<file path="config.mk">
export PLATFORM = sky130hd
export DESIGN_NAME = sample_frame_sequencer
export DESIGN_NICKNAME = d
export VERILOG_FILES = /design/src/rtl/sample_frame_sequencer.sv
export SDC_FILE = /design/constraint.sdc
export NUM_CORES = 1
export LEC_CHECK = 0
export ABC_AREA = 0
export CORE_UTILIZATION = 35
export CTS_CLUSTER_DIAMETER = 150
export CTS_CLUSTER_SIZE = 24
export DETAILED_ROUTE_END_ITERATION = 8
export GPL_TIMING_DRIVEN = 0
export SYNTH_ARGS = -nofsm -noshare
export SYNTH_HDL_FRONTEND = slang
export SYNTH_SLANG_ARGS = --single-unit
</file>
<file path="constraint.sdc">
create_clock -name clk -period 1.8 [get_ports clk]
set_input_delay 0.36 -clock clk [delete_from_list [all_inputs] [get_ports clk]]
set_output_delay 0.36 -clock clk [all_outputs]
set_load 0.02 [all_outputs]
</file>
<file path="src/rtl/sample_frame_sequencer.sv">
// Locks onto SYNC_BYTE and labels each following byte with its channel; 1-cycle strobe latency, no backpressure.
// Optional FRAME_CHECKSUM_EN: frame ends with an XOR check byte, adding a CHECK state and the frame_err pulse.
module sample_frame_sequencer #(
    parameter int                     NUM_CHANNELS   = 14,
    parameter int                     SAMPLE_BITS    = 8,
    parameter logic [SAMPLE_BITS-1:0] SYNC_BYTE      = 8'hA5,
    parameter int                     TIMEOUT_CYCLES = 1024,
    parameter int                     CH_BITS        = 4
) (
    input  logic                   clk,
    input  logic                   reset,
    input  logic                   ena,
    input  logic [SAMPLE_BITS-1:0] byte_in,
    input  logic                   byte_valid,
    output logic [SAMPLE_BITS-1:0] sample_out,
    output logic [CH_BITS-1:0]     sample_ch,
    output logic                   sample_valid,
    output logic                   frame_done,
    output logic                   sync_lost,
    output logic                   locked,
`ifdef FRAME_CHECKSUM_EN
    output logic                   frame_err,
`endif
    output logic [15:0]            frame_count
);

    localparam int                 TMR_W    = $clog2(TIMEOUT_CYCLES + 1);
    localparam logic [CH_BITS-1:0] LAST_CH  = CH_BITS'(NUM_CHANNELS - 1);
    localparam logic [TMR_W-1:0]   TMR_LAST = TMR_W'(TIMEOUT_CYCLES - 1);

    typedef enum logic [1:0] {
        HUNT,
`ifdef FRAME_CHECKSUM_EN
        CHECK,
`endif
        DATA
    } state_t;

    state_t             state, state_nxt;
    logic [CH_BITS-1:0] cnt, cnt_nxt;
    logic [TMR_W-1:0]   tmr, tmr_nxt;
    logic               vld_nxt, done_nxt, lost_nxt, load;
`ifdef FRAME_CHECKSUM_EN
    logic [SAMPLE_BITS-1:0] csum, csum_nxt;
    logic                   err_nxt;
`endif

    always_comb begin
        state_nxt = state;
        cnt_nxt   = cnt;
        tmr_nxt   = tmr;
        vld_nxt   = 1'b0;
        done_nxt  = 1'b0;
        lost_nxt  = 1'b0;
        load      = 1'b0;
`ifdef FRAME_CHECKSUM_EN
        csum_nxt  = csum;
        err_nxt   = 1'b0;
`endif
        if (ena) begin
            case (state)
                HUNT: begin
                    if (byte_valid && byte_in == SYNC_BYTE) begin
                        state_nxt = DATA;
                        cnt_nxt   = '0;
                        tmr_nxt   = '0;
`ifdef FRAME_CHECKSUM_EN
                        csum_nxt  = '0;
`endif
                    end
                end
                DATA: begin
                    // A sync value inside a frame is plain data; only the count ends the frame.
                    if (byte_valid) begin
                        load    = 1'b1;
                        vld_nxt = 1'b1;
                        tmr_nxt = '0;
`ifdef FRAME_CHECKSUM_EN
                        csum_nxt = csum ^ byte_in;
`endif
                        if (cnt == LAST_CH) begin
                            cnt_nxt   = '0;
`ifdef FRAME_CHECKSUM_EN
                            state_nxt = CHECK;
`else
                            state_nxt = HUNT;
                            done_nxt  = 1'b1;
`endif
                        end else begin
                            cnt_nxt = cnt + 1'b1;
                        end
                    end
                end
`ifdef FRAME_CHECKSUM_EN
                CHECK: begin
                    if (byte_valid) begin
                        state_nxt = HUNT;
                        tmr_nxt   = '0;
                        if (byte_in == csum) done_nxt = 1'b1;
                        else                 err_nxt  = 1'b1;
                    end
                end
`endif
                default: state_nxt = HUNT;
            endcase

            // An accepted byte always beats the timeout, so only idle cycles advance the timer.
            if (state != HUNT && !byte_valid) begin
                if (tmr == TMR_LAST) begin
                    state_nxt = HUNT;
                    lost_nxt  = 1'b1;
                    cnt_nxt   = '0;
                    tmr_nxt   = '0;
                end else begin
                    tmr_nxt = tmr + 1'b1;
                end
            end
        end
    end

    always_ff @(posedge clk or posedge reset) begin
        if (reset) begin
            state        <= HUNT;
            cnt          <= '0;
            tmr          <= '0;
            sample_out   <= '0;
            sample_ch    <= '0;
            sample_valid <= 1'b0;
            frame_done   <= 1'b0;
            sync_lost    <= 1'b0;
            frame_count  <= '0;
`ifdef FRAME_CHECKSUM_EN
            csum         <= '0;
            frame_err    <= 1'b0;
`endif
        end else begin
            state        <= state_nxt;
            cnt          <= cnt_nxt;
            tmr          <= tmr_nxt;
            sample_valid <= vld_nxt;
            frame_done   <= done_nxt;
            sync_lost    <= lost_nxt;
            if (load) begin
                sample_out <= byte_in;
                sample_ch  <= cnt;
            end
            if (done_nxt) frame_count <= frame_count + 16'd1;
`ifdef FRAME_CHECKSUM_EN
            csum         <= csum_nxt;
            frame_err    <= err_nxt;
`endif
        end
    end

    assign locked = (state != HUNT);

endmodule

</file>
==> impl_results.md <==
* FP Rows at 29
* Hold buffer count at cts at 0
* Yosys warnings at 0
* Number of flops mapped to enable cells by yosys at 0
* DR vias at 1869
* Nets at a little under 300
* Cell Int Power at 2.153 mW
* Mapped cell area at 0.002376 mm^2
* Initial core utilization at 36.79%
* Part of the cycle the worst path needs at 96.60%
* Core box area at 0.006459 mm^2
* CTS tree: done
* Post-layout util at 47.89%
* P&R area growth vs syn at 30.17%
* Post-Synth Adder-Cell Area at 2.106%
* DR WL/cell at ~15 um
* Die Height at 84.40 um
* Global route total overflow at 0
* Top cell type's share of synthesized area at approximately half
* Power density over the cells at 1073 mW/mm^2
* TritonCTS buffer count at 5
* Largest cells by area after synthesis: dfrtp_1 (51%), mux2_2 (5.7%), xnor2_1 (4.4%)
* Post-synthesis compound-gate area fraction at between 10% and 20%
* Hold Fails Final Rpt at 0
* Drt via density at roughly 5.3
* First-pass GRT wire length at 8666 um
* LEAKAGE at 1.316 nW
* Failing checks: DRC
* Syn_nets at 239
* Largest family of logic cells by synthesized area: simple AND/OR/NAND/NOR gates
* Crit path DAT at between 1000 and 1500 ps
* Initial antenna violation count at 0
* Syn avg cell area at 10.65 um^2
* Largest net degree at the start of global routing at 39
* Comb power frac at approximately a third
* IO Count at 44
* Max Cap Viol at 0
* Antenna Nets Post-Route at 0
* CTS max path bufs at 2
* Multiplexer share of the synthesized area at 5.687%
* Fill cells at 608
* Die area at 0.007123 mm^2
* CTS root buffer: clkbuf_8
* Seq cells post-synth at 48
* Max FO, Critical Path at 9
* Pre-antenna DRT Iters at 6
* Final Non-Filler Cells at 354
* Setup TNS at 0 ps
* CTS Sinks at 48
* Switching share of power at a little over a third
* Placer's final routability congestion estimate at 0.7958
* Worst slew pin tran at approximately 600 ps
* Aggregate routed wire length at 5153 um
* Vias in the first global route at between 1500 and 2000
* CP required at 1440 ps
* Status: finished with violations
* Simple-Gate Fraction of Synth Area at 22.06%
* Synth cell count leaders: dfrtp_1 (48), nand2_1 (23), nand3_1 (17), o21ai_0 (14)
* DIE WIDTH at around 84 um
* Critical Path Start Type: flop
* Layout cell share with drive strength beyond 1 at 18.77%
* H-tree depth at 2
* Post-synthesis sequential area ratio at about half
* Clock share of power at 20.5%
* DP HPWL at 3499 um
* Final setup vio count at 0
* Initial DRC count at about 110
* Net Sw Power at 1.165 mW
* Setup crit end kind: output port
* Worst hold path type: in -> async
* Most common cell in the synthesized netlist: dfrtp_1
* CP Class: reg -> out
* Slew Limit Headroom at 59.84%
* Minimum clock period at 1739 ps
* Placed instance count at 343
* Pwr Total at 3.318 mW
* CTS clk-pin slew, worst paths at 90 ps
* Cell taking the most area after synthesis: dfrtp_1
* Sequential power share at between 40% and 50%
* Final Slew Violations at 0
* Xor/xnor share of the synthesized area at 5.529%
* Antenna Cells at 0
* Count of cell types in the netlist at 47
* Main flop type after synthesis: dfrtp_1
* Fmax at around 0.58 GHz
* Post-Syn Instances at 223
* GRT Total Usage at 15.39%
* Remaining DRCs at 11
* Peak supply drop at 0.6091 mV
* Worst-skew pair later-pin latency at 300 ps
* Unrepaired setup endpoints after global routing: no
* Clk_skew at roughly 6 ps
* Port-buffer cells at 42
* Ys async rst share at 100.0%
[cells by family (layout without fill, tap and decap cells)]
kind of cell	after synthesis	after routing
buf+inv	14	68
mux	12	12
flops	48	48
xor+xnor	15	15
fa+ha+maj	4	4
simple gates	89	89
compound gates	41	41
[cells in the final DEF (no fill, tap or decap), types with 2 or more instances in the layout]
| cell type | n |
|---|---|
| clkbuf_8 | 6 |
| a31oi_1 | 6 |
| and4_1 | 3 |
| a21oi_1 | 3 |
| inv_2 | 2 |
| dfrtp_1 | 45 |
| buf_4 | 4 |
| o311ai_0 | 2 |
| o31ai_1 | 3 |
| and4b_1 | 2 |
| ha_1 | 3 |
| mux2_2 | 12 |
| nand2_1 | 23 |
| and2_1 | 3 |
| nor2b_1 | 2 |
| xnor2_1 | 12 |
| nor4_1 | 2 |
| and3_1 | 3 |
| nand3_1 | 17 |
| inv_1 | 5 |
| buf_2 | 6 |
| o21ai_0 | 14 |
| nor4_4 | 2 |
| o211ai_1 | 2 |
| nor3_1 | 2 |
| nand4_1 | 9 |
| a211oi_1 | 2 |
| xor2_1 | 3 |
| nand2b_1 | 2 |
| dfrtp_2 | 3 |
| clkdlybuf4s50_1 | 40 |
| nor2_1 | 10 |
[final timing paths]
kind | cells past startpoint | from | to | slack, ps
min | 2 | reset | frame_count[13] | 290
min in group clk | 2 | ena | state[1] | 470
max reg2reg | 4 | tmr[4] | state[0] | 80
max in group asynchronous | 3 | reset | tmr[0] | 1010
max | 3 | state[1] | locked | 60
min reg2reg | 1 | frame_count[15] | frame_count[15] | 470
[layer usage]
metal / track usage [%] / share of wire [%]
met1: 19.35 / 47
met2: 26.38 / 48
met3: 3.147 / 4.1
met4: 5.547 / 1.7
met5: 0 / 0
[worst max-delay path, stage by stage (launching register included)]
cell	delay [ps]
dfrtp_1	360
buf_2	170
or2_2	360
buf_2	180
[per-stage QoR]
step,hold slack (ps),instance area (um^2),setup slack (ps)
floorplan,426.4,2376,10.80
global placement,462.3,2893,-708.3
detailed placement,469.4,2913,-446.3
CTS,299.6,3038,17.48
global route,326.1,3093,4.368
finish,292.4,3093,61.27
[power by group through the flow]
stage | combinational, mW | sequential [mW] | clock [mW]
final | 1.16 | 1.48 | 0.679
after floorplan | 0.518 | 1.60 | 0
after global routing | 1.27 | 1.50 | 0.747
after global placement | 1.08 | 1.47 | 0
after CTS | 1.12 | 1.47 | 0.703
after detailed placement | 1.10 | 1.48 | 0
[layout make-up]
type                       instances  area (um^2)  share of cell area [%]
sequential                        48         1205                   38.96
multi-input combinational        161         1167                   37.74
timing repair buffer              47        467.9                   15.13
tap                               77        96.34                   3.115
clock buffer                       7        86.33                   2.791
buffer                             6        36.28                   1.173
inverter                           7        26.28                  0.8495
clock inverter                     1        7.507                  0.2427
[sequential cells by signal, summed over array words and instances, names as in the netlist]
register / count
sync_lost: 1
state: 2
cnt: 4
frame_count: 16
sample_valid: 1
frame_done: 1
tmr: 11
sample_ch: 4
sample_out: 8
[timing repair]
item / CTS / global route
resized for setup: 8 / 9
pin swaps: 2 / 1
endpoints found under the setup margin: 18 / 20
buffers inserted: 2 / 2
No activity file was read; power rests on OpenSTA's default activity.
